<file path="config.mk">
export PLATFORM = sky130hd
export DESIGN_NAME = twos_comp_arbiter
export DESIGN_NICKNAME = d
export VERILOG_FILES = /design/src/rtl/twos_comp_arbiter.sv
export SDC_FILE = /design/constraint.sdc
export NUM_CORES = 1
export LEC_CHECK = 0
export ABC_AREA = 1
export BUFFER_PORTS_ARGS = -buffer_cell sky130_fd_sc_hd__buf_2
export CAP_MARGIN = 15
export CORE_UTILIZATION = 48
export DETAILED_ROUTE_END_ITERATION = 16
export PLACE_DENSITY = 0.78
export SLEW_MARGIN = 15
export SYNTH_ARGS = -nofsm -noshare
export SYNTH_HDL_FRONTEND = slang
export SYNTH_SLANG_ARGS = --single-unit
</file>
<file path="constraint.sdc">
create_clock -name clk -period 2.1 [get_ports clk]
set_clock_uncertainty 0.1 [all_clocks]
set_input_delay 0.105 -clock clk [delete_from_list [all_inputs] [get_ports clk]]
set_output_delay 0.105 -clock clk [all_outputs]
set_load 0.01 [all_outputs]
</file>
<file path="src/rtl/twos_comp_arbiter.sv">
// Four-requester round-robin arbiter sharing one two's complement negation
// datapath; each transaction is grant -> compute -> hold result until accepted.
module twos_comp_arbiter #(
  parameter int WIDTH = 4
) (
  input  logic               clk,
  input  logic               rst,
  input  logic [3:0]         req,
  input  logic [4*WIDTH-1:0] req_data,
  output logic [3:0]         gnt,
  output logic               res_valid,
  input  logic               res_ready,
  output logic [WIDTH-1:0]   res_data,
  output logic [1:0]         res_id,
  output logic               res_ovf,
  output logic [1:0]         state_dbg
);

  // Result handshake: a result transfers on a rising edge where res_valid and
  // res_ready are both high; res_valid/res_data/res_id/res_ovf hold until then,
  // and res_ready is ignored whenever res_valid is low.

  localparam logic [1:0] IDLE    = 2'd0;
  localparam logic [1:0] COMPUTE = 2'd1;
  localparam logic [1:0] OUT     = 2'd2;

  localparam logic [WIDTH-1:0] MOST_NEG = {1'b1, {(WIDTH-1){1'b0}}};
  localparam logic [WIDTH-1:0] ONE      = {{(WIDTH-1){1'b0}}, 1'b1};

  logic [1:0]       state;
  logic [1:0]       last_id;
  logic [1:0]       cur_id;
  logic [WIDTH-1:0] op;

  logic [1:0]       win_id;
  logic             win_found;
  logic [WIDTH-1:0] neg;
  logic             neg_ovf;

  // Round-robin search starts just after the last served requester and wraps.
  always_comb begin
    win_id    = last_id;
    win_found = 1'b0;
    for (int k = 1; k <= 4; k++) begin
      if (!win_found && req[2'(last_id + 2'(k))]) begin
        win_id    = 2'(last_id + 2'(k));
        win_found = 1'b1;
      end
    end
  end

  assign neg       = ~op + ONE;
  assign neg_ovf   = (op == MOST_NEG);
  assign state_dbg = state;

  always_ff @(posedge clk) begin
    if (rst) begin
      state     <= IDLE;
      last_id   <= 2'd3;
      cur_id    <= 2'd0;
      op        <= '0;
      gnt       <= 4'b0000;
      res_valid <= 1'b0;
      res_data  <= '0;
      res_id    <= 2'd0;
      res_ovf   <= 1'b0;
    end else begin
      case (state)
        IDLE: begin
          if (win_found) begin
            op     <= req_data[win_id*WIDTH +: WIDTH];
            cur_id <= win_id;
            gnt    <= 4'b0001 << win_id;
            state  <= COMPUTE;
          end
        end
        COMPUTE: begin
          res_data  <= neg;
          res_id    <= cur_id;
          res_ovf   <= neg_ovf;
          res_valid <= 1'b1;
          gnt       <= 4'b0000;
          state     <= OUT;
        end
        OUT: begin
          if (res_ready) begin
            res_valid <= 1'b0;
            last_id   <= res_id;
            state     <= IDLE;
          end
        end
        default: begin
          gnt       <= 4'b0000;
          res_valid <= 1'b0;
          state     <= IDLE;
        end
      endcase
    end
  end

endmodule

</file>
==> run metrics, run 1 <==
status finished clean; CP max stage delay between 400 and 500 ps; area grow syn2layout 18.9%; All-Layer GR Usage 0.209; Cells after Synth 194; Starting Density 0.508; remaining antenna violation count 0; Design Power 1140 µW; Synth Register Bits 22; core box area 2480 µm²; Die Ht 53.2 µm; Final Net Count 258; worst hold stages 4; Fin Hold WS roughly 12 ps; CTS Buf Count 3; First DRT Iteration DRCs 45; vias in the first global route 1,105; Final Cycle Share 0.847; Worst-path clk slew 120 ps; Final Critical Period about 1800 ps; die area 2830 µm²; # hold bufs at CTS 0; mux share of post-synthesis cell area 0; Core Util, Final 0.604; FMAX about 0.56 GHz; Synth cell types 21; most common cell after layout, fill and taps aside nand2_1; Routed WL 2750 µm; routed length per instance between 10 and 15 µm; sequential area share after synthesis 0.350; Ys Warns 0; simple-gate share of the synthesized area 0.411; Synth Cell Area 1260 µm²; port buffer count 36; Reg2Reg Depth 13; Die Wd 53.2 µm; Post-Synth XOR/XNOR Area 0.0139; setup_tns 0 ps; gpl congestion 0.818; global route overflow 0; Synth Area in Compound Gates 0.120; Slew HR 0.709; post-synthesis adder-cell area fraction 0.00994; largest net degree at the start of global routing 14; number of vias per cell roughly 5.0; Avg Inst Size Synth about 6.5 µm²; fin. max-slew vios 0; CTS tree built; DR vias roughly 1,300; max-cap violations 0; HPWL after detailed placement 2080 µm; clk sinks 22; WP depth 13; Detailed Routing Iterations Pass 1 4; clk_lat worst skew between 300 and 400 ps; # DRC 0; Crit-path slowest cell dfxtp_1; Final setup viols 0; Worst R2R Setup Slack 320 ps; Final Hold Fails 0; Setup CP Type flip-flop to flip-flop; Critical Path AT 1890 ps; worst vdd ir ~0.00057 V; Slew @ Worst Pin 433 ps; Tightest Hold Check Type primary input to flip-flop; dpl cells 259; Final Non-Filler Cells 262; initial antenna violation count 0; # rows 18; CTS Root Cell clkbuf_4; crit end category flip-flop; CP delay by family, top simple AND/OR/NAND/NOR gates; Ant. Diodes 0; Top cell by count, worst path nand2_1; first-pass GRT wire length 4370 µm; critical path peak fanout 7; I/O Pins 37; Leakage Power 0.000796 µW; ratio of cells with drive above 1 in the final layout 0.267; CP Launch Type flip-flop; syn_nets about 220; H-Tree Depth 1; Power Density 759 nW/µm²; Req. time, crit path 2210 ps; critical path cell sequence inv_2 -> nand2_1 -> nand2_1 -> nand2_1 -> nand2_2 -> inv_2 -> nand3_1 -> inv_1 -> nand2_1 -> nand2_2 -> nand2_1 -> nand3_1 -> a21oi_1; crit path buf inv count 3; RSZ-0062 raised after global routing no; clock tree buffer depth 2; most frequent cells in the layout nand2_1 (57), buf_2 (36), nand3_1 (25), inv_1 (22), dfxtp_1 (21); largest family of logic cells by synthesized area simple AND/OR/NAND/NOR gates
[power breakdown]
part | switching [µW] | total (µW) | leakage [µW] | internal (µW)
combinational | 268 | 431 | 0.000602 | 163
clock | 126 | 193 | 0.0000138 | 67.2
sequential | 35.9 | 513 | 0.000181 | 477
total | 430 | 1140 | 0.000796 | 706
[worst paths after layout]
path                                 start      endpoint
worst max-delay path            last_id[1]         op[0]
worst min-delay path             res_ready  state_dbg[1]
worst max register to register  last_id[1]         op[0]
worst min register to register   cur_id[1]     res_id[1]
[worst reg2reg max path, stage by stage (launching register included)]
cell and delay (ps):
dfxtp_1 440, inv_2 100, nand2_1 70, nand2_1 100, nand2_1 90, nand2_2 70
inv_2 100, nand3_1 110, inv_1 90, nand2_1 60, nand2_2 130, nand2_1 80
nand3_1 90, a21oi_1 60
[timing repair]
item,in CTS,in global routing
gates resized for setup,0,1
endpoints found under the setup margin,0,2
buffers inserted,0,0
[stage by stage]
stage          worst slack [ps]  cell area (µm²)
4_1_cts                     216             1500
6_report                    321             1500
5_1_grt                     153             1500
3_5_place_dp                249             1470
3_3_place_gp                267             1470
2_1_floorplan               533             1260
[cell type report]
class                           instances  area (µm²)
Clock buffer                            3        22.5
Tap cell                               30        37.5
Timing Repair Buffer                   38         195
Multi-Input combinational cell        144         698
Inverter                               25         101
Sequential cell                        22         442
Fill cell                             256         981
[state kept, by name, summed over array words and instances, names as in the netlist]
register and count:
res_valid 1, res_ovf 1, cur_id 2, last_id 2, op 4, res_data 4, res_id 2, gnt 4
state_dbg 2
[routing by layer]
layer | share of wire | wire length (µm) | vias up | GRT usage
li1 | - | - | 696 | -
met1 | 0.50 | 1390 | 568 | 0.273
met2 | 0.44 | 1200 | 31 | 0.340
met3 | 0.047 | 130 | 4 | 0.0517
met4 | 0.011 | 29 | 0 | 0.0526
met5 | 0 | 0 | - | 0
[logic make-up after synthesis]
| logic type | count (synthesis) |
|---|---|
| DFF | 22 |
| adders and majority gates | 1 |
| xor gates and xnor gates | 2 |
| AOI/OAI and AO/OA | 28 |
| buffers and inverters | 28 |
| and+or+nand+nor | 113 |
[cells in the mapped netlist]
master    number  area share
a21oi_1       15       0.060
a32oi_1        1      0.0070
buf_6          1      0.0089
clkbuf_1       2      0.0060
dfxtp_1       22        0.35
ha_1           1      0.0099
inv_1         22       0.066
inv_2          2      0.0060
inv_8          1      0.0089
nand2_1       57        0.17
nand2_2       13       0.065
nand2_4        1      0.0089
nand3_1       25       0.099
nand3_2        2       0.016
nor2_1        13       0.039
nor2_4         1      0.0089
nor3_1         1      0.0040
o211ai_1       2       0.012
o21ai_0        9       0.036
o21bai_1       1      0.0060
xor2_1         2       0.014
No activity file was read; power rests on OpenSTA's default activity.
==> run 2: changes to the inputs <==
- ABC_AREA: 1 -> 0
- PLACE_DENSITY: 0.78 -> 0.8
- clock period: 2.1 -> 1.8 ns (I/O delays scaled with it)
==> run 2 against run 1 <==
Setup slack lost 290 ps; combinational power shrank 32%; critical path type unchanged; design area shrank 9.9%; hold slack gained 22 ps; count of clock-buffer cells in the layout is the same; synthesized cell count shrank 39%.
==> run metrics, run 2 <==
P_int 895 µW (+27%); Critical Path AT 1880 ps (about the same); Design Power 1250 µW (+10%); Power Density 927 nW/µm² (+22%); vias in the first global route 884 (-20%); clock tree buffer depth 2 (unchanged); fin. max-slew vios 0 (unchanged); Area contributors post-synth dfxtp_1 (42%), nor2_1 (7.1%), a211oi_1 (6.4%); number of synthesized flops with an enable pin 0 (unchanged); routed length per instance 14.1 µm (+35%); number of vias per cell 5.85 (+18%); Die Wd 49.0 µm (-7.9%); First DRT Iteration DRCs 32 (-29%); I/O Pins 37 (unchanged); ratio of cells with drive above 1 in the final layout 0.316 (+0.0492); CP Launch Type flip-flop; Final Net Count 183 (-29%); area grow syn2layout 27.3%; largest net degree at the start of global routing 23 (+9); Tightest Hold Check Type primary input to flip-flop; biggest regs gnt x4, op x4, res_data x4; Ys Warns 0 (unchanged); crit end category flip-flop; Leakage Power 0.000634 µW (-20%); share of the synthesized area in the top cell type 0.416 (+0.0657); Logic pwr share 0.234 (-0.145); Worst-path clk slew 130 ps (about the same); Final Hold Fails 0 (unchanged); port buffer count 36 (unchanged); Synth cell types 29 (+38%); DR vias 1,082 (-17%); Core Util, Final 0.667 (+0.0630); asr flop ratio synth 0 (unchanged); Synth Cell Area 1060 µm² (-16%); initial antenna violation count 0 (unchanged); Avg Inst Size Synth 8.98 µm² (+38%); H-Tree Depth 1 (unchanged); sequential area share after synthesis 0.416 (+0.0657); Sequential Power Share 0.457 (+0.006); dominant cell type by area after synthesis dfxtp_1; Ant. Diodes 0 (unchanged); # DRC 0 (unchanged); critical path peak fanout 10 (+3); All-Layer GR Usage 0.214 (+0.00481); Die Ht 49.0 µm (-7.9%); max-cap violations 0 (unchanged); global route overflow 0 (unchanged); # rows 16 (-2); Routed WL 2610 µm (-4.8%); Sw Ratio 0.284 (-0.0941); first-pass GRT wire length 3880 µm (-11%); Slew @ Worst Pin 472 ps (+38.5 ps); most common cell in the netlist dfxtp_1; clk_lat worst skew 320 ps (about the same); Final Critical Period 1770 ps (-13.8 ps); Final Cycle Share 0.981 (+0.134); Final Non-Filler Cells 185 (-29%); status finished clean; syn_nets 142 (-35%); CTS Buf Count 3 (unchanged); gpl congestion 0.853 (+4.3%); dpl cells 178 (-31%); synth cell count leaders dfxtp_1 (22), nor2_1 (20), nand2b_1 (10); Detailed Routing Iterations Pass 1 4 (unchanged); core box area 2020 µm² (-18%); worst vdd ir 0.000530 V (-6.5%); most common cell after layout, fill and taps aside buf_2; HPWL after detailed placement 1800 µm (-14%); Cells after Synth 118 (-39%); CTS Root Cell clkbuf_4; most frequent cells in the layout buf_2 (36), dfxtp_1 (21), nor2_1 (20), nand2b_1 (10); clk sinks 22 (unchanged); remaining antenna violation count 0 (unchanged); Setup CP Type flip-flop to flip-flop; Synth Register Bits 22 (unchanged); CTS tree built; clock power share 0.309 (+0.139); Req. time, crit path 1920 ps (-290 ps); Final setup viols 0 (unchanged); Top FF cell, synth dfxtp_1; FMAX 0.566 GHz (+0.78%); Starting Density 0.524 (+0.0161); P_sw 356 µW (-17%); die area 2400 µm² (-15%); Slew HR 0.685 (-0.0234)
run 2: cell count changes in the layout (fill, tap and decap cells not counted), moves of 9 or more:
cell / change
a21oi_1: -9
nand3_1: -25
nand2_1: -56
inv_1: -18
nand2b_1: +10
o21ai_0: -9
nand2_2: -12
run 2: through the flow:
step           hold WS (ps)  TNS [ps]  instance area (µm²)  worst slack [ps]
5_1_grt                57.8     -34.2                 1350             -34.2
3_5_place_dp            298         0                 1260              46.5
6_report               33.7         0                 1350              34.4
3_3_place_gp            268         0                 1260               123
2_1_floorplan           158         0                 1060               274
4_1_cts                37.9         0                 1330              9.73
run 2: power by group through the flow:
stage	sequential, µW	combinational, µW	clock, µW
6_report	572	293	386
5_1_grt	578	324	410
4_1_cts	571	283	390
3_5_place_dp	583	279	0
3_3_place_gp	579	273	0
2_1_floorplan	587	182	0
run 2: cell families after synthesis:
| kind of cell | after synthesis | share of synthesized area |
|---|---|---|
| AO/OA/AOI/OAI | 29 | 0.223 |
| XOR/XNOR | 2 | 0.0165 |
| adder cells (fa/ha/maj) | 1 | 0.0118 |
| buffers and inverters | 8 | 0.0295 |
| flip-flops | 22 | 0.416 |
| multiplexers | 6 | 0.0567 |
| AND/OR/NAND/NOR | 50 | 0.247 |
run 2: path summary, 6_finish.rpt:
path	from	to	slack (ps)	depth (start not counted)
max	last_id[0]	op[1]	30	5
max reg2reg	last_id[0]	op[1]	30	5
min reg2reg	res_data[0]	res_data[0]	390	2
min	req_data[0]	op[0]	30	3
run 2: what timing repair did:
item                       CTS  global route
hold buffers                 1             0
resized for setup            0             2
buffers inserted             0             1
hold endpoints to repair     2             0
setup endpoints to repair    0             8
run 2: worst max-delay path, stage by stage (launching register included):
cell      delay [ps]
dfxtp_2          380
nand2b_1         200
o211ai_1         260
nand2_2          240
a211oi_1         360
o32ai_1          130
run 2: final cells by class:
class,count,area [µm²]
Multi-Input combinational cell,89,601
Sequential cell,22,442
Inverter,4,15.0
Fill cell,186,673
Clock inverter,1,30.0
Tap cell,27,33.8
Timing Repair Buffer,39,205
Clock buffer,3,22.5
run 2: layer usage:
metal	global-route usage	share of wire
met5	0	0
met4	0.113	0.033
met3	0.0374	0.062
met2	0.363	0.50
met1	0.257	0.40
